**config.mk**
```make
export PLATFORM = sky130hd
export DESIGN_NAME = guitar_judge
export DESIGN_NICKNAME = d
export VERILOG_FILES = /design/src/rtl/guitar_judge.sv
export SDC_FILE = /design/constraint.sdc
export NUM_CORES = 1
export LEC_CHECK = 0
export ABC_AREA = 0
export CORE_MARGIN = 4
export CORE_UTILIZATION = 29
export CTS_BUF_LIST = sky130_fd_sc_hd__clkbuf_4 sky130_fd_sc_hd__clkbuf_8
export DETAILED_ROUTE_END_ITERATION = 8
export SLEW_MARGIN = 20
export SYNTH_ARGS = -nofsm -noshare
export SYNTH_HDL_FRONTEND = slang
export SYNTH_SLANG_ARGS = --single-unit
export TNS_END_PERCENT = 5
```
**constraint.sdc**
```tcl
create_clock -name clock -period 8.1 [get_ports clock]
set_clock_uncertainty 0.15 [all_clocks]
set_input_delay 0.81 -clock clock [delete_from_list [all_inputs] [get_ports clock]]
set_output_delay 0.81 -clock clock [all_outputs]
set_load 0.02 [all_outputs]
```
**src/rtl/guitar_judge.sv**
```systemverilog
// Note-judging and scoring engine: synchronises strum, judges hits/misses against
// the hit zone, keeps score/combo/multiplier and queues events for the processor.
module guitar_judge #(
  parameter int LANES      = 4,
  parameter int SCORE_W    = 32,
  parameter int COMBO_W    = 8,
  parameter int HIT_PTS    = 2,
  parameter int MISS_PTS   = 1,
  parameter int COMBO_STEP = 4,
  parameter int MULT_MAX   = 4,
  parameter int LOCKOUT    = 8
) (
  input  logic               clock,
  input  logic               reset,
  input  logic               strum,
  input  logic [LANES-1:0]   buttons,
  input  logic [LANES-1:0]   intersections,
  output logic [SCORE_W-1:0] score,
  output logic [COMBO_W-1:0] combo,
  output logic [2:0]         mult,
  output logic               hit,
  output logic               miss,
  output logic               evt_valid,
  output logic               evt_hit,
  input  logic               evt_ready,
  output logic               evt_drop,
  output logic               o_dbg_state
);

  localparam int CNT_W = (LOCKOUT > 1) ? $clog2(LOCKOUT) : 1;
  localparam int EXT_W = SCORE_W + 8;
  localparam logic ST_IDLE = 1'b0;
  localparam logic ST_LOCK = 1'b1;

  logic               r_s1, r_s2, r_sp;
  logic [1:0]         r_fill;
  logic               r_armed;
  logic               r_state;
  logic [CNT_W-1:0]   r_cnt;
  logic [SCORE_W-1:0] r_score;
  logic [COMBO_W-1:0] r_combo;
  logic               r_hit, r_miss;
  logic               r_q0, r_q1;
  logic [1:0]         r_qcnt;
  logic               r_drop;

  logic               w_edge, w_is_hit, w_pop;
  logic [COMBO_W-1:0] w_step;
  logic [2:0]         w_mult;
  logic [EXT_W-1:0]   w_sum;
  logic [SCORE_W-1:0] w_score_hit, w_score_miss;

  assign w_edge   = r_s2 & ~r_sp & r_armed & (r_state == ST_IDLE);
  assign w_is_hit = (buttons == intersections) && (intersections != '0);
  assign w_pop    = (r_qcnt != 2'd0) & evt_ready;

  always_comb begin
    w_step = r_combo / COMBO_W'(COMBO_STEP);
    if (w_step >= COMBO_W'(MULT_MAX - 1)) w_mult = 3'(MULT_MAX);
    else                                  w_mult = 3'(w_step) + 3'd1;
  end

  assign w_sum        = {8'd0, r_score} + EXT_W'(HIT_PTS) * EXT_W'(w_mult);
  assign w_score_hit  = (w_sum[EXT_W-1:SCORE_W] != '0) ? '1 : w_sum[SCORE_W-1:0];
  assign w_score_miss = (r_score >= SCORE_W'(MISS_PTS)) ? r_score - SCORE_W'(MISS_PTS) : '0;

  // r_fill waits until s2 holds a real sample, so a strum held through reset never arms.
  always_ff @(posedge clock) begin
    if (!reset) begin
      r_s1 <= 1'b0; r_s2 <= 1'b0; r_sp <= 1'b0;
      r_fill <= 2'd0; r_armed <= 1'b0;
    end else begin
      r_s1 <= strum; r_s2 <= r_s1; r_sp <= r_s2;
      if (r_fill != 2'd2) r_fill <= r_fill + 2'd1;
      if (r_fill == 2'd2 && !r_s2) r_armed <= 1'b1;
    end
  end

  always_ff @(posedge clock) begin
    if (!reset) begin
      r_state <= ST_IDLE; r_cnt <= '0;
      r_score <= '0; r_combo <= '0;
      r_hit <= 1'b0; r_miss <= 1'b0;
    end else begin
      r_hit  <= w_edge & w_is_hit;
      r_miss <= w_edge & ~w_is_hit;
      if (r_state == ST_IDLE) begin
        if (w_edge) begin
          r_state <= ST_LOCK;
          r_cnt   <= CNT_W'(LOCKOUT - 1);
          if (w_is_hit) begin
            r_score <= w_score_hit;
            if (r_combo != '1) r_combo <= r_combo + 1'b1;
          end else begin
            r_score <= w_score_miss;
            r_combo <= '0;
          end
        end
      end else begin
        if (r_cnt == '0) r_state <= ST_IDLE;
        else             r_cnt   <= r_cnt - 1'b1;
      end
    end
  end

  // Two-entry event queue; a simultaneous pop frees the slot before the push lands.
  always_ff @(posedge clock) begin
    if (!reset) begin
      r_q0 <= 1'b0; r_q1 <= 1'b0; r_qcnt <= 2'd0; r_drop <= 1'b0;
    end else if (w_pop && w_edge) begin
      if (r_qcnt == 2'd2) begin
        r_q0 <= r_q1; r_q1 <= w_is_hit;
      end else begin
        r_q0 <= w_is_hit;
      end
    end else if (w_pop) begin
      r_q0   <= r_q1;
      r_qcnt <= r_qcnt - 2'd1;
    end else if (w_edge) begin
      case (r_qcnt)
        2'd0:    begin r_q0 <= w_is_hit; r_qcnt <= 2'd1; end
        2'd1:    begin r_q1 <= w_is_hit; r_qcnt <= 2'd2; end
        default: r_drop <= 1'b1;
      endcase
    end
  end

  assign score       = r_score;
  assign combo       = r_combo;
  assign mult        = w_mult;
  assign hit         = r_hit;
  assign miss        = r_miss;
  assign evt_valid   = (r_qcnt != 2'd0);
  assign evt_hit     = r_q0;
  assign evt_drop    = r_drop;
  assign o_dbg_state = r_state;

endmodule

```
Word level (Yosys, flattened, before mapping)
Index checks and enable logic that the tools add are counted.
{"block": "op_classes", "addsub": 7, "magnitude_cmp": 2, "n_eq_ne": 10, "muxes": 25, "bitwise": 12, "n_reduce_logical": 24}
{"op": "$mux 32", "n": 3}
{"op": "$add 32x4->33", "n": 1}
{"op": "$ge 32x1->1 const B", "n": 1}
{"op": "$sub 32x1->32 const B", "n": 1}
{"op": "$mux 8", "n": 2}
{"op": "$mux 1", "n": 13}
{"op": "$mux 3", "n": 4}
{"op": "$reduce_bool 2->1", "n": 5}
{"op": "$reduce_bool 3->1", "n": 3}
{"op": "$add 8x1->8 const B", "n": 1}
{"op": "$ne 8x8->1 const B", "n": 1}
{"op": "$reduce_and 4->1", "n": 2}
{"op": "$reduce_bool 8->1", "n": 1}
{"op": "$and 1x1->1", "n": 6}
{"op": "$ge 6x2->1 const B", "n": 1}
{"op": "$ne 2x1->1 const B", "n": 3}
{"op": "$not 1->1", "n": 6}
{"op": "$reduce_and 2->1", "n": 3}
{"op": "$reduce_and 3->1", "n": 2}
{"op": "$eq 2x2->1 const B", "n": 2}
{"op": "$eq 4x4->1", "n": 1}
{"op": "$mux 2", "n": 2}
{"op": "$ne 2x2->1 const B", "n": 2}
{"op": "$pmux 2 s2", "n": 1}
{"op": "other kinds (11)", "n": 13}
{"block": "word_totals", "ff_bits": 57, "inputBits": 12, "output_inout_bits": 49, "elab_cells": 95}

Longest topological paths before layout
{"block": "depth", "ltp_word": 7, "ltp_mapped": 12, "mapped_depth_nobuf": 12}

Worst setup path after synthesis
No wires, ideal clock.
{"block": "synth_path", "kind": "register to register", "from": "register r_combo[2], in the netlist combo[2]", "to": "register r_score[27], in the netlist score[27]", "setup_ps": 91, "arrival_ps": 3278, "required_ps": 7859, "path_slack_ps": 4580, "path_stages_with_launch": 12, "n_path_buf": 0, "synth_period_minus_slack_ps": 3520, "cell_sequence": "dfxtp_1 ha_1 nor4_1 nand2_1 nor2_1 ha_1 fa_1 a21oi_1 nor3_1 nand4_1 o311a_1 a311oi_1"}
{"block": "synth_via", "elab_chain_cells": 6, "word_cells_on_any_way": 7, "cone_classes": "add/sub (2); order compare (1); mux (3); reduce/logical (1)"}
{"element": "from (decl)", "line_no": "41", "source": "logic [COMBO_W-1:0] r_combo;"}
{"element": "from (signal assigned)", "line_no": "93", "source": "if (r_combo != '1) r_combo <= r_combo + 1'b1;"}
{"element": "$ge 6x2->1 / $add 3x1->3 (equally long branches)", "line_no": "59, 60"}
{"element": "$mux 3 *", "line_no": "59", "source": "if (w_step >= COMBO_W'(MULT_MAX - 1)) w_mult = 3'(MULT_MAX);"}
{"element": "named net mult[2]", "line_no": "20", "source": "output logic [2:0] mult,"}
{"element": "$add 32x4->33 *", "line_no": "63", "source": "assign w_sum = {8'd0, r_score} + EXT_W'(HIT_PTS) * EXT_W'(w_mult);"}
{"element": "$reduce_bool 8->1", "line_no": "64", "source": "assign w_score_hit = (w_sum[EXT_W-1:SCORE_W] != '0) ? '1 : w_sum[SCORE_W-1:0];"}
{"element": "$mux 32 *", "line_no": "64"}
{"element": "$mux 32 *", "line_no": "91", "source": "if (w_is_hit) begin"}
{"element": "to (signal assigned)", "line_no": "92", "source": "r_score <= w_score_hit;"}
{"element": "to (signal assigned)", "line_no": "95", "source": "r_score <= w_score_miss;"}
{"element": "to (decl)", "line_no": "40", "source": "logic [SCORE_W-1:0] r_score;"}
Mark *: on every way through the listed nets, which the timed path passes. The rest lies on a longest branch.
A chain may end at the register's enable or synchronous reset.

Worst setup path after layout
{"block": "layout_path", "from": "register r_combo[2], in the netlist combo[2]", "to": "register r_score[27], in the netlist score[27]"}
{"block": "layout_via", "elab_chain_cells": 6, "word_cells_on_any_way": 7, "cone_classes": "add/sub (2); order compare (1); mux (3); reduce/logical (1)"}
{"element": "$ge 6x2->1 / $add 3x1->3 (equally long branches)", "line_no": "59, 60"}
{"element": "$mux 3 *", "line_no": "59"}
{"element": "$add 32x4->33 *", "line_no": "63"}
{"element": "$reduce_bool 8->1", "line_no": "64"}
{"element": "$mux 32 *", "line_no": "64"}
{"element": "$mux 32 *", "line_no": "91"}
Mark *: on every way between the ends. The rest lies on a longest branch, timed or not.

==> results.tsv <==
metric	value	unit
dr.pass1.iters	6	
netSwitchingFraction	38.8	%
fp-row-count	42	
synth_compound_area_share	23.7	%
timing.setup.tns	0	ns
grtUsageMet1	23.3	%
postSynthAreaPerCell	7.37	sq um
hold_depth	1	
end_kind	flip-flop	
slew_viol_final	0	
cts_root_buf	clkbuf_8	
synth_adder_area_share	4.81	%
grt_start_max_net_pins	43	
pre_cts_ws	4.27	ns
yosys_warnings	0	
clock_sinks	57	
grt_use_total	17.7	%
vias_per_cell	5.91	
grt_pass1_wl	22.8	mm
hold_path.class	reg2reg	
cp-startpoint	combo[2]	
fin_ws	4.15	ns
power.internal	0.525	mW
die_x	126	um
crit_path_start_kind	flip-flop	
power_switching	0.333	mW
pin_count	61	
cpPeakStageDelay	0.57	ns
vias	4529	
first_global_vias	4370	
post-route-min-period	3.95	ns
synth_ff_type	dfxtp_1	
clk_pin_slew	0.08	ns
die_area	16000	sq um
die_h	126	um
powerDensity	173	nW/um^2
cts_resized	0	
cts_tree	done	
htreeDepth	3	
n_antenna_cell	0	
finalCoreUtilization	36.8	%
tightest_slew	0.915	ns
clockBufferDepth	2	
vdd_drop_max	86.2	uV
cp_max_fo	15	
pwr-share-comb	34.4	%
overflow	0	
area_delta_synth_final	21.8	%
reg2reg_to	score[27]	
postCtsSetupBuffers	0	
rr_startpoint	combo[2]	
synth_top_family_by_area	simple AND/OR/NAND/NOR gates	
synthDistinctLibCells	66	
leakage	1.68	nW
syn_area	4060	sq um
synth_xor_area_share	4.10	%
gr-usage-met3	4.83	%
hold_viol	0	
nFillCells	1451	
drt-wirelength-per-cell	18.2	um
status	finished clean	
drt-total-wl	14.0	mm
initialDrtViolationCount	702	
finalSetupViolCount	0	
total_power	0.857	mW
p_seq_share	36.2	%
crit_chain	ha_1 -> nor4_1 -> nand2_1 -> ha_1 -> nand3_1 -> a211oi_1 -> buf_4 -> nand3_1 -> and2_1 -> o311a_1 -> a311oi_1	
cp.required	8.21	ns
worst_hold_startpoint	r_s1	
timing.final.crit_share	48.8	%
ys_seq_area_share	28.1	%
gr-max-usage-layer	met2	
synth_nets	578	
rsz0062_at_grt	no	
arrival	4.06	ns
clk-insertion-delay-late	0.37	ns
finalHoldWorstSlack	0.297	ns
place_hpwl	9.53	mm
synth_area_leader_cell	dfxtp_1	
async_flop_share	0	%
synth_seq_cells	57	
gp_congestion	0.895	
use_met2	27.1	%
port_buffers	60	
max_freq	0.253	GHz
synthSimpleGateAreaFrac	31.6	%
synth-edff-count	0	
hold_end	r_s2	
ctsHoldBuffers	0	
critPathSlowestCell	and2_1	
initial_utilization	30.2	%
synth_area_leaders	dfxtp_1 (28%), a21oi_1 (6.0%), nor2_1 (5.0%), o21ai_0 (4.8%), ha_1 (4.3%)	
coreArea	13500	sq um
synth_mux_area_share	1.48	%
cts_buffers	9	
cap_violations	0	
worstSetupPathType	reg2reg	
drtAntennaViolNets	0	
power.share.clock	29.4	%
r2r_slack	4.15	ns
yosys.area.top_type_share	28.1	%
slew_headroom	38.6	%
drcViolationCount	0	
syn-instance-count	551	
reg2reg_depth	11	
nNetsFinal	612	
antenna_found_initial	0	
drive_gt1_share	6.95	%
## power by group through the flow
| stage | Combinational [mW] | Sequential (mW) | Clock, mW |
|---|---|---|---|
| 3_3_place_gp | 0.283 | 0.316 | 0 |
| 3_5_place_dp | 0.287 | 0.317 | 0 |
| 4_1_cts | 0.290 | 0.310 | 0.261 |
| 6_report | 0.295 | 0.311 | 0.252 |
| 2_1_floorplan | 0.210 | 0.315 | 0 |
| 5_1_grt | 0.330 | 0.313 | 0.272 |
## sequential cells by signal, summed over array words and instances, names as in the netlist, 2 cells and up
| name | count |
|---|---|
| score | 32 |
| combo | 8 |
| r_cnt | 3 |
| r_fill | 2 |
| r_qcnt | 2 |
## stage by stage
stage | instances | cell area (sq um)
floorplan | 551 | 4060
global placement | 750 | 4760
detailed placement | 750 | 4760
CTS | 766 | 4940
global route | 766 | 4940
finish | 766 | 4940
## worst max-delay path: cells and delay by family, from the launching register on
family	cells	cell delay (ns)
buf+inv	1	0.24
compound gates	3	0.66
simple gates	5	1.75
flops	1	0.38
fa+ha+maj	2	0.66
## layer usage
metal  routed length [um]  vias up
li1                     -     2126
met1                 5840     2135
met2                 6380      231
met3                 1340       37
met4                  398        0
met5                    0        -
## synth_stat cells (all sizes together), types with 2 or more instances
cell type	n
a221oi	4
dfxtp	57
o221ai	5
buf	3
xnor2	10
a21o	2
and4	2
o31ai	4
ha	14
a2111oi	2
o2bb2ai	2
a311oi	4
nor4b	2
and2	6
mux2i	6
or3	9
a31oi	3
nor4	15
nand3b	3
nor3	33
clkbuf	42
nand2	37
nor2	54
xor2	9
inv	16
o21a	2
o2111a	2
a21oi	50
o21ai	39
and3	11
nor3b	5
a211oi	13
or4	10
or2	4
a22oi	2
nand3	29
a41oi	2
a32oi	2
o22ai	2
nand4	17
## final cells by class
type                    count  area, sq um  share of cell area [%]
well taps                 176          220                    4.45
inverters                  17         63.8                    1.29
repair buffers             68          661                    13.4
multi-input cells         432         2680                    54.1
flip-flops and latches     57         1140                    23.1
clock buffers              10          138                    2.78
clock inverters             6         43.8                   0.886
## cell families after synthesis
logic type / Yosys count
AND/OR/NAND/NOR: 241
AO/OA/AOI/OAI: 151
buffers and inverters: 62
flip-flops: 57
XOR/XNOR: 19
adder cells (fa/ha/maj): 15
multiplexers: 6
## layout by cell type (no fill, tap or decap), types with 13 or more instances in the layout
| cell | count |
|---|---|
| a211oi_1 | 13 |
| a21oi_1 | 49 |
| clkdlybuf4s50_1 | 60 |
| dfxtp_1 | 57 |
| ha_1 | 14 |
| inv_1 | 16 |
| nand2_1 | 37 |
| nand3_1 | 28 |
| nand4_1 | 17 |
| nor2_1 | 53 |
| nor3_1 | 33 |
| nor4_1 | 13 |
| o21ai_0 | 38 |
## worst max-delay path by stage
stage / to / slack [ns] / cells after the start
after global placement: score[27] / 4.42 / 11
after CTS: score[27] / 4.24 / 11
after detailed placement: score[27] / 4.27 / 11
after global routing: score[17] / 3.97 / 11
after floorplan: score[27] / 4.58 / 11
final: score[27] / 4.15 / 11
No activity file was read; power rests on OpenSTA's default activity.
